$ cat src/rtl/pwm_ctrl_pkg.sv
// Shared widths, limits, FSM encoding and duty-ramp helper for the PWM config sequencer.
// Latency: n/a (package only).
// Backpressure: n/a (package only).
package pwm_ctrl_pkg;

    localparam int N_W   = 26;
    localparam int D_W   = 14;
    localparam int DLY_W = 9;

    localparam logic [D_W-1:0]   D_MAX   = 14'd10000;
    localparam logic [DLY_W-1:0] DLY_MAX = 9'd359;

    localparam logic [1:0] ST_IDLE = 2'd0;
    localparam logic [1:0] ST_RUN  = 2'd1;
    localparam logic [1:0] ST_PEND = 2'd2;
    localparam logic [1:0] ST_RAMP = 2'd3;

    typedef struct packed {
        logic [N_W-1:0]   n;
        logic [D_W-1:0]   d;
        logic [DLY_W-1:0] dly;
    } pwm_cfg_t;

    // One duty step toward tgt; lands exactly on tgt once within one step of it.
    function automatic logic [D_W-1:0] ramp_next(input logic [D_W-1:0] cur,
                                                 input logic [D_W-1:0] tgt,
                                                 input logic [D_W-1:0] step);
        logic signed [D_W:0] diff;
        logic signed [D_W:0] sstep;
        diff  = signed'({1'b0, tgt}) - signed'({1'b0, cur});
        sstep = signed'({1'b0, step});
        if (diff > sstep) begin
            return cur + step;
        end else if (diff < -sstep) begin
            return cur - step;
        end else begin
            return tgt;
        end
    endfunction

endpackage

$ cat src/rtl/pwm_period_tracker.sv
// Mirrors the generator's 0..n+1 counter and flags the last clock of each period.
// Latency: tick is combinational from the count register; count restarts at 0 the cycle after clr drops.
// Backpressure: none; free-running while clr is low.
module pwm_period_tracker
    import pwm_ctrl_pkg::*;
(
    input  logic           clk,
    input  logic           aclr_n,
    input  logic           clr,
    input  logic [N_W-1:0] n,
    output logic           tick
);

    logic [N_W:0] r_cnt;
    logic [N_W:0] w_last;
    logic         w_wrap;

    // 27-bit compare so n = 2^26-1 still wraps at 2^26.
    assign w_last = {1'b0, n} + (N_W+1)'(1);
    assign w_wrap = (r_cnt == w_last);
    assign tick   = !clr && w_wrap;

    always_ff @(posedge clk or negedge aclr_n) begin
        if (!aclr_n) begin
            r_cnt <= '0;
        end else if (clr || w_wrap) begin
            r_cnt <= '0;
        end else begin
            r_cnt <= r_cnt + (N_W+1)'(1);
        end
    end

endmodule

$ cat src/rtl/pwm_cfg_sequencer.sv
// Range-checks host PWM settings and applies them to the generator only at period boundaries (PWM_DUTY_RAMP_EN adds a per-period duty ramp).
// Latency: accepted setting reaches pwm_* next edge in IDLE, at the period_tick edge in RUN; cfg_err one cycle after a rejected transfer.
// Backpressure: cfg_ready low while a setting is pending or a ramp is in progress, and during reset.
module pwm_cfg_sequencer
    import pwm_ctrl_pkg::*;
#(
    parameter logic [N_W-1:0] MIN_N = 26'd2,
    parameter logic [N_W-1:0] DEF_N = 26'd998
`ifdef PWM_DUTY_RAMP_EN
    ,
    parameter int unsigned    RAMP_STEP = 100
`endif
) (
    input  logic             clk,
    input  logic             aclr_n,
    input  logic             enable,
    input  logic             cfg_valid,
    output logic             cfg_ready,
    input  logic [N_W-1:0]   cfg_n,
    input  logic [D_W-1:0]   cfg_d,
    input  logic [DLY_W-1:0] cfg_delay,
    output logic             cfg_err,
    output logic [N_W-1:0]   pwm_n,
    output logic [D_W-1:0]   pwm_d,
    output logic [DLY_W-1:0] pwm_delay,
    output logic             pwm_sclear,
    output logic             period_tick,
    output logic             busy
);

`ifdef PWM_DUTY_RAMP_EN
    localparam logic [D_W-1:0] STEP = D_W'(RAMP_STEP);
`endif

    logic [1:0] r_state;
    logic [1:0] w_nxt_state;
    pwm_cfg_t   r_pwm;
    pwm_cfg_t   w_nxt_pwm;
    pwm_cfg_t   r_shadow;
    pwm_cfg_t   w_nxt_shadow;
    pwm_cfg_t   w_cfg;
    logic       r_sclear;
    logic       r_cfg_ready;
    logic       r_cfg_err;
    logic       w_xfer;
    logic       w_bad;
    logic       w_acc;
    logic       w_tick;

    assign w_cfg  = '{n: cfg_n, d: cfg_d, dly: cfg_delay};
    assign w_xfer = cfg_valid && r_cfg_ready;
    assign w_bad  = (cfg_n < MIN_N) || (cfg_d > D_MAX) || (cfg_delay > DLY_MAX);
    assign w_acc  = w_xfer && !w_bad;

    pwm_period_tracker u_tracker (
        .clk    (clk),
        .aclr_n (aclr_n),
        .clr    (r_sclear),
        .n      (r_pwm.n),
        .tick   (w_tick)
    );

    always_comb begin
        w_nxt_state  = r_state;
        w_nxt_pwm    = r_pwm;
        w_nxt_shadow = r_shadow;
        if (!enable) begin
            // Dropping enable never loses a setting: pending or ramping targets land now.
            w_nxt_state = ST_IDLE;
            case (r_state)
                ST_PEND: w_nxt_pwm   = r_shadow;
                ST_RAMP: w_nxt_pwm.d = r_shadow.d;
                default: if (w_acc) w_nxt_pwm = w_cfg;
            endcase
        end else begin
            case (r_state)
                ST_IDLE: begin
                    if (w_acc) w_nxt_pwm = w_cfg;
                    w_nxt_state = ST_RUN;
                end
                ST_RUN: begin
                    if (w_acc) begin
                        w_nxt_shadow = w_cfg;
                        w_nxt_state  = ST_PEND;
                    end
                end
                ST_PEND: begin
                    if (w_tick) begin
                        w_nxt_pwm   = r_shadow;
                        w_nxt_state = ST_RUN;
`ifdef PWM_DUTY_RAMP_EN
                        w_nxt_pwm.d = ramp_next(r_pwm.d, r_shadow.d, STEP);
                        if (w_nxt_pwm.d != r_shadow.d) w_nxt_state = ST_RAMP;
`endif
                    end
                end
`ifdef PWM_DUTY_RAMP_EN
                ST_RAMP: begin
                    if (w_tick) begin
                        w_nxt_pwm.d = ramp_next(r_pwm.d, r_shadow.d, STEP);
                        if (w_nxt_pwm.d == r_shadow.d) w_nxt_state = ST_RUN;
                    end
                end
`endif
                default: w_nxt_state = ST_IDLE;
            endcase
        end
    end

    always_ff @(posedge clk or negedge aclr_n) begin
        if (!aclr_n) begin
            r_state     <= ST_IDLE;
            r_pwm       <= '{n: DEF_N, d: '0, dly: '0};
            r_shadow    <= '0;
            r_sclear    <= 1'b1;
            r_cfg_ready <= 1'b0;
            r_cfg_err   <= 1'b0;
        end else begin
            r_state     <= w_nxt_state;
            r_pwm       <= w_nxt_pwm;
            r_shadow    <= w_nxt_shadow;
            r_sclear    <= (w_nxt_state == ST_IDLE);
            r_cfg_ready <= (w_nxt_state == ST_IDLE) || (w_nxt_state == ST_RUN);
            r_cfg_err   <= w_xfer && w_bad;
        end
    end

    assign cfg_ready   = r_cfg_ready;
    assign cfg_err     = r_cfg_err;
    assign pwm_n       = r_pwm.n;
    assign pwm_d       = r_pwm.d;
    assign pwm_delay   = r_pwm.dly;
    assign pwm_sclear  = r_sclear;
    assign period_tick = w_tick;
    assign busy        = (r_state == ST_PEND) || (r_state == ST_RAMP);

endmodule

$ cat config.mk
export PLATFORM = sky130hd
export DESIGN_NAME = pwm_cfg_sequencer
export DESIGN_NICKNAME = d
export VERILOG_FILES = /design/src/rtl/pwm_ctrl_pkg.sv /design/src/rtl/pwm_period_tracker.sv /design/src/rtl/pwm_cfg_sequencer.sv
export SDC_FILE = /design/constraint.sdc
export NUM_CORES = 1
export LEC_CHECK = 0
export BUFFER_PORTS_ARGS = -buffer_cell sky130_fd_sc_hd__buf_2
export CAP_MARGIN = 10
export CORE_ASPECT_RATIO = 0.75
export CORE_MARGIN = 3
export CORE_UTILIZATION = 40
export DETAILED_ROUTE_END_ITERATION = 8
export HOLD_SLACK_MARGIN = 0.02
export SYNTH_ARGS = -nofsm -noshare
export SYNTH_HDL_FRONTEND = slang
export SYNTH_SLANG_ARGS = --single-unit
$ cat constraint.sdc
create_clock -name clk -period 4 [get_ports clk]
set_clock_uncertainty 0.2 [all_clocks]
set_input_delay 0.6 -clock clk [delete_from_list [all_inputs] [get_ports clk]]
set_output_delay 0.6 -clock clk [all_outputs]
set_load 0.01 [all_outputs]
==> results.ini <==
[outcome]
outcome=finished, final reports clean

[timing]
setup_tns_ns=0
final-setup-viol-count=0
layout_min_cycle_time_ns=3.92
worstMarginPinSlew_ns=1.22
rsz0062_at_grt=yes
timing.final.crit_share_pct=98.0
relSlewSlack_pct=18.4
hold_viol_final=0
drv_slew=0
setup_ws_ns=0.0802
fmax_mhz=255

[logic_synthesis]
ys_ff_latch=130
synth_nets=762
yosys_most_used_dff=dfrtp_1
synth.top_cells.by_count=dfrtp_1 (122), nor2_1 (121), mux2_2 (51)
yosysTopAreaCell=dfrtp_1
synth.area.top_cells=dfrtp_1 (44%), mux2_2 (8.3%), nor2_1 (6.5%)
netlist.area_leader.share_pct=43.9
syn_area_um2=6960
netlist_instances=707
synth_edf_count=0
synth_most_common_cell=dfrtp_1
synth.distinct_cells=62
synthArstFlopShare_pct=100
avgSynthCellArea_um2=9.84
yosysSeqAreaShare_pct=46.9
ys_warn_count=0

[layout]
syn_to_final_growth_pct=22.0
nFillCells=1544
final_net_count=871
instances_no_fill=1044
antennaDiodeCount=0
final_area_um2=8490
final_core_util_pct=50.1
drive_gt1_share_pct=29.2

[placed_design]
preCtsSetupSlack_ns=0.0886
place_area_um2=7740
gp_congestion=0.901
io_buffers=106
dp.cells=1004
dp_hpwl_um=13500

[power_and_ir_drop]
pwr-share-clk_pct=34.1
p_sw_share_pct=31.4
power.density_nw_per_um2=566
leakagePower_nw=3.60
p_switching_w=0.00151
seq_power_share_pct=40.7
p_comb_share_pct=25.3
internal_power_w=0.00330
peakVddDrop_v=0.000289

[global_routing]
overflow=0
track_usage_pct=20.7
grt_pass1_vias=5972
antenna_found_initial=3
grt_pass1_wl_um=30700
grt_max_degree=97

[clock_network]
cts_tree=yes
root_buffer=clkbuf_16
clk_path_buf_depth=2
cts_inserted_buffers=17
insertion_delay_ns=0.43
path_clk_slew_ns=0.06
clock-sinks=130
htree_levels=4

[detailed_routing]
drt_iter0_markers=407
vias_per_cell=5.73
route.detailed.drc=0
wirelength_um=19000
detail-route-antenna-nets=0
dr_total_vias=5978
drtPass1Iterations=5
routedWlPerCell_um=18.2

[setup_path]
r2r_start=pwm_n[7]$_DFFE_PN1P_
crit_path_start_kind=flop
ff2ff_path_depth=10
path_class=reg2out
critPathRequiredTime_ns=3.20
crit_start=pwm_n[1]$_DFFE_PN1P_
end_kind=output port
cp.arrival_ns=3.12
worstPathMaxFanout=4

[min_path]
hold_path_class=in2reg
hold_path.startpoint=cfg_n[0]
hold_depth=2

[floorplanning]
die_area_um2=19000
die-width_um=158
ios=107
coreArea_um2=16900
row_count=41
die_h_um=120
start_util_pct=41.1

[flow_run]
maxCapViolations=0

[sequential cells by signal, summed over array words and instances (netlist names), 2 cells and up]
register,count
pwm_delay,9
r_state,2
u_tracker.r_cnt,27
pwm_d,14
pwm_n,26
r_shadow,49
[cells by family (layout without fill, tap and decap cells)]
kind of cell,after synthesis,count (layout),share of synthesized area (%)
AND/OR/NAND/NOR,273,273,19.4
AO/OA/AOI/OAI,147,147,14.9
flip-flops,130,130,46.9
XOR/XNOR,57,57,7.18
multiplexers,51,51,8.26
buffers and inverters,47,169,2.97
adder cells (fa/ha/maj),2,2,0.360
[per-stage QoR]
step / hold slack (ns) / total power [W]
after floorplan: 0.104 / 0.00267
after global placement: 0.289 / 0.00309
after detailed placement: 0.294 / 0.00313
after CTS: 0.211 / 0.00480
after global routing: 0.224 / 0.00508
final: 0.229 / 0.00481
[cell usage in the layout, fill, tap and decap left out, types with 15 or more instances in the layout]
cell	count
xnor2_1	31
nand4_1	15
xor2_1	26
nor3_1	23
a21oi_1	44
clkbuf_16	17
buf_2	105
nor2_1	118
mux2_2	50
buf_4	24
o22a_1	35
dfrtp_1	122
nand3_1	22
nand2_1	30
[critical path: stages (launching register included)]
cell,delay (ns)
dfstp_2,0.57
ha_4,0.16
nand3_4,0.09
nor4_4,0.37
and3_1,0.25
mux2_4,0.31
a2111o_1,0.40
nor2_2,0.16
nor4b_4,0.22
buf_2,0.17
[final cells by class]
class,count,area (um2),share of cell area [%]
clock inverter,12,183,2.15
clock buffer,20,437,5.14
inverter,6,22.5,0.265
multi-input combinational,530,3580,42.2
timing repair buffer,131,736,8.67
sequential,130,3260,38.4
tap,215,269,3.17
[power by group through the flow]
stage	registers [W]	logic [W]	clock network [W]
2_1_floorplan	0.00195	0.000726	0
3_3_place_gp	0.00195	0.00114	0
3_5_place_dp	0.00197	0.00117	0
4_1_cts	0.00195	0.00118	0.00167
5_1_grt	0.00200	0.00135	0.00173
6_report	0.00195	0.00121	0.00164
[routing by layer]
layer,up-vias,GRT usage (%),part of all wire (%)
met5,-,0,0.12
met4,6,6.99,1.5
met2,183,30.6,45
li1,2785,-,-
met1,2973,29.0,47
met3,31,6.15,6.4
[what timing repair did]
| action | in CTS | in global routing |
|---|---|---|
| hold buffers | 1 | 0 |
| pin swaps | 1 | 4 |
| endpoints found under the setup margin | 1 | 21 |
| buffers inserted | 0 | 7 |
| resized for setup | 4 | 6 |
| endpoints found under the hold margin | 32 | 0 |
[path summary, 6_finish.rpt]
| path | to | slack, ns |
|---|---|---|
| hold / removal | r_shadow[23]$_DFFE_PN0P_ | 0.23 |
| setup / recovery | period_tick | 0.08 |
| max in group asynchronous | pwm_n[9]$_DFFE_PN1P_ | 2.21 |
| min in group asynchronous | u_tracker.r_cnt[20]$_DFF_PN0_ | 0.47 |
| hold reg to reg | pwm_delay[8]$_DFFE_PN0P_ | 0.31 |
| setup reg to reg | pwm_n[24]$_DFFE_PN0P_ | 0.27 |
(Power assumes the default switching activity.)
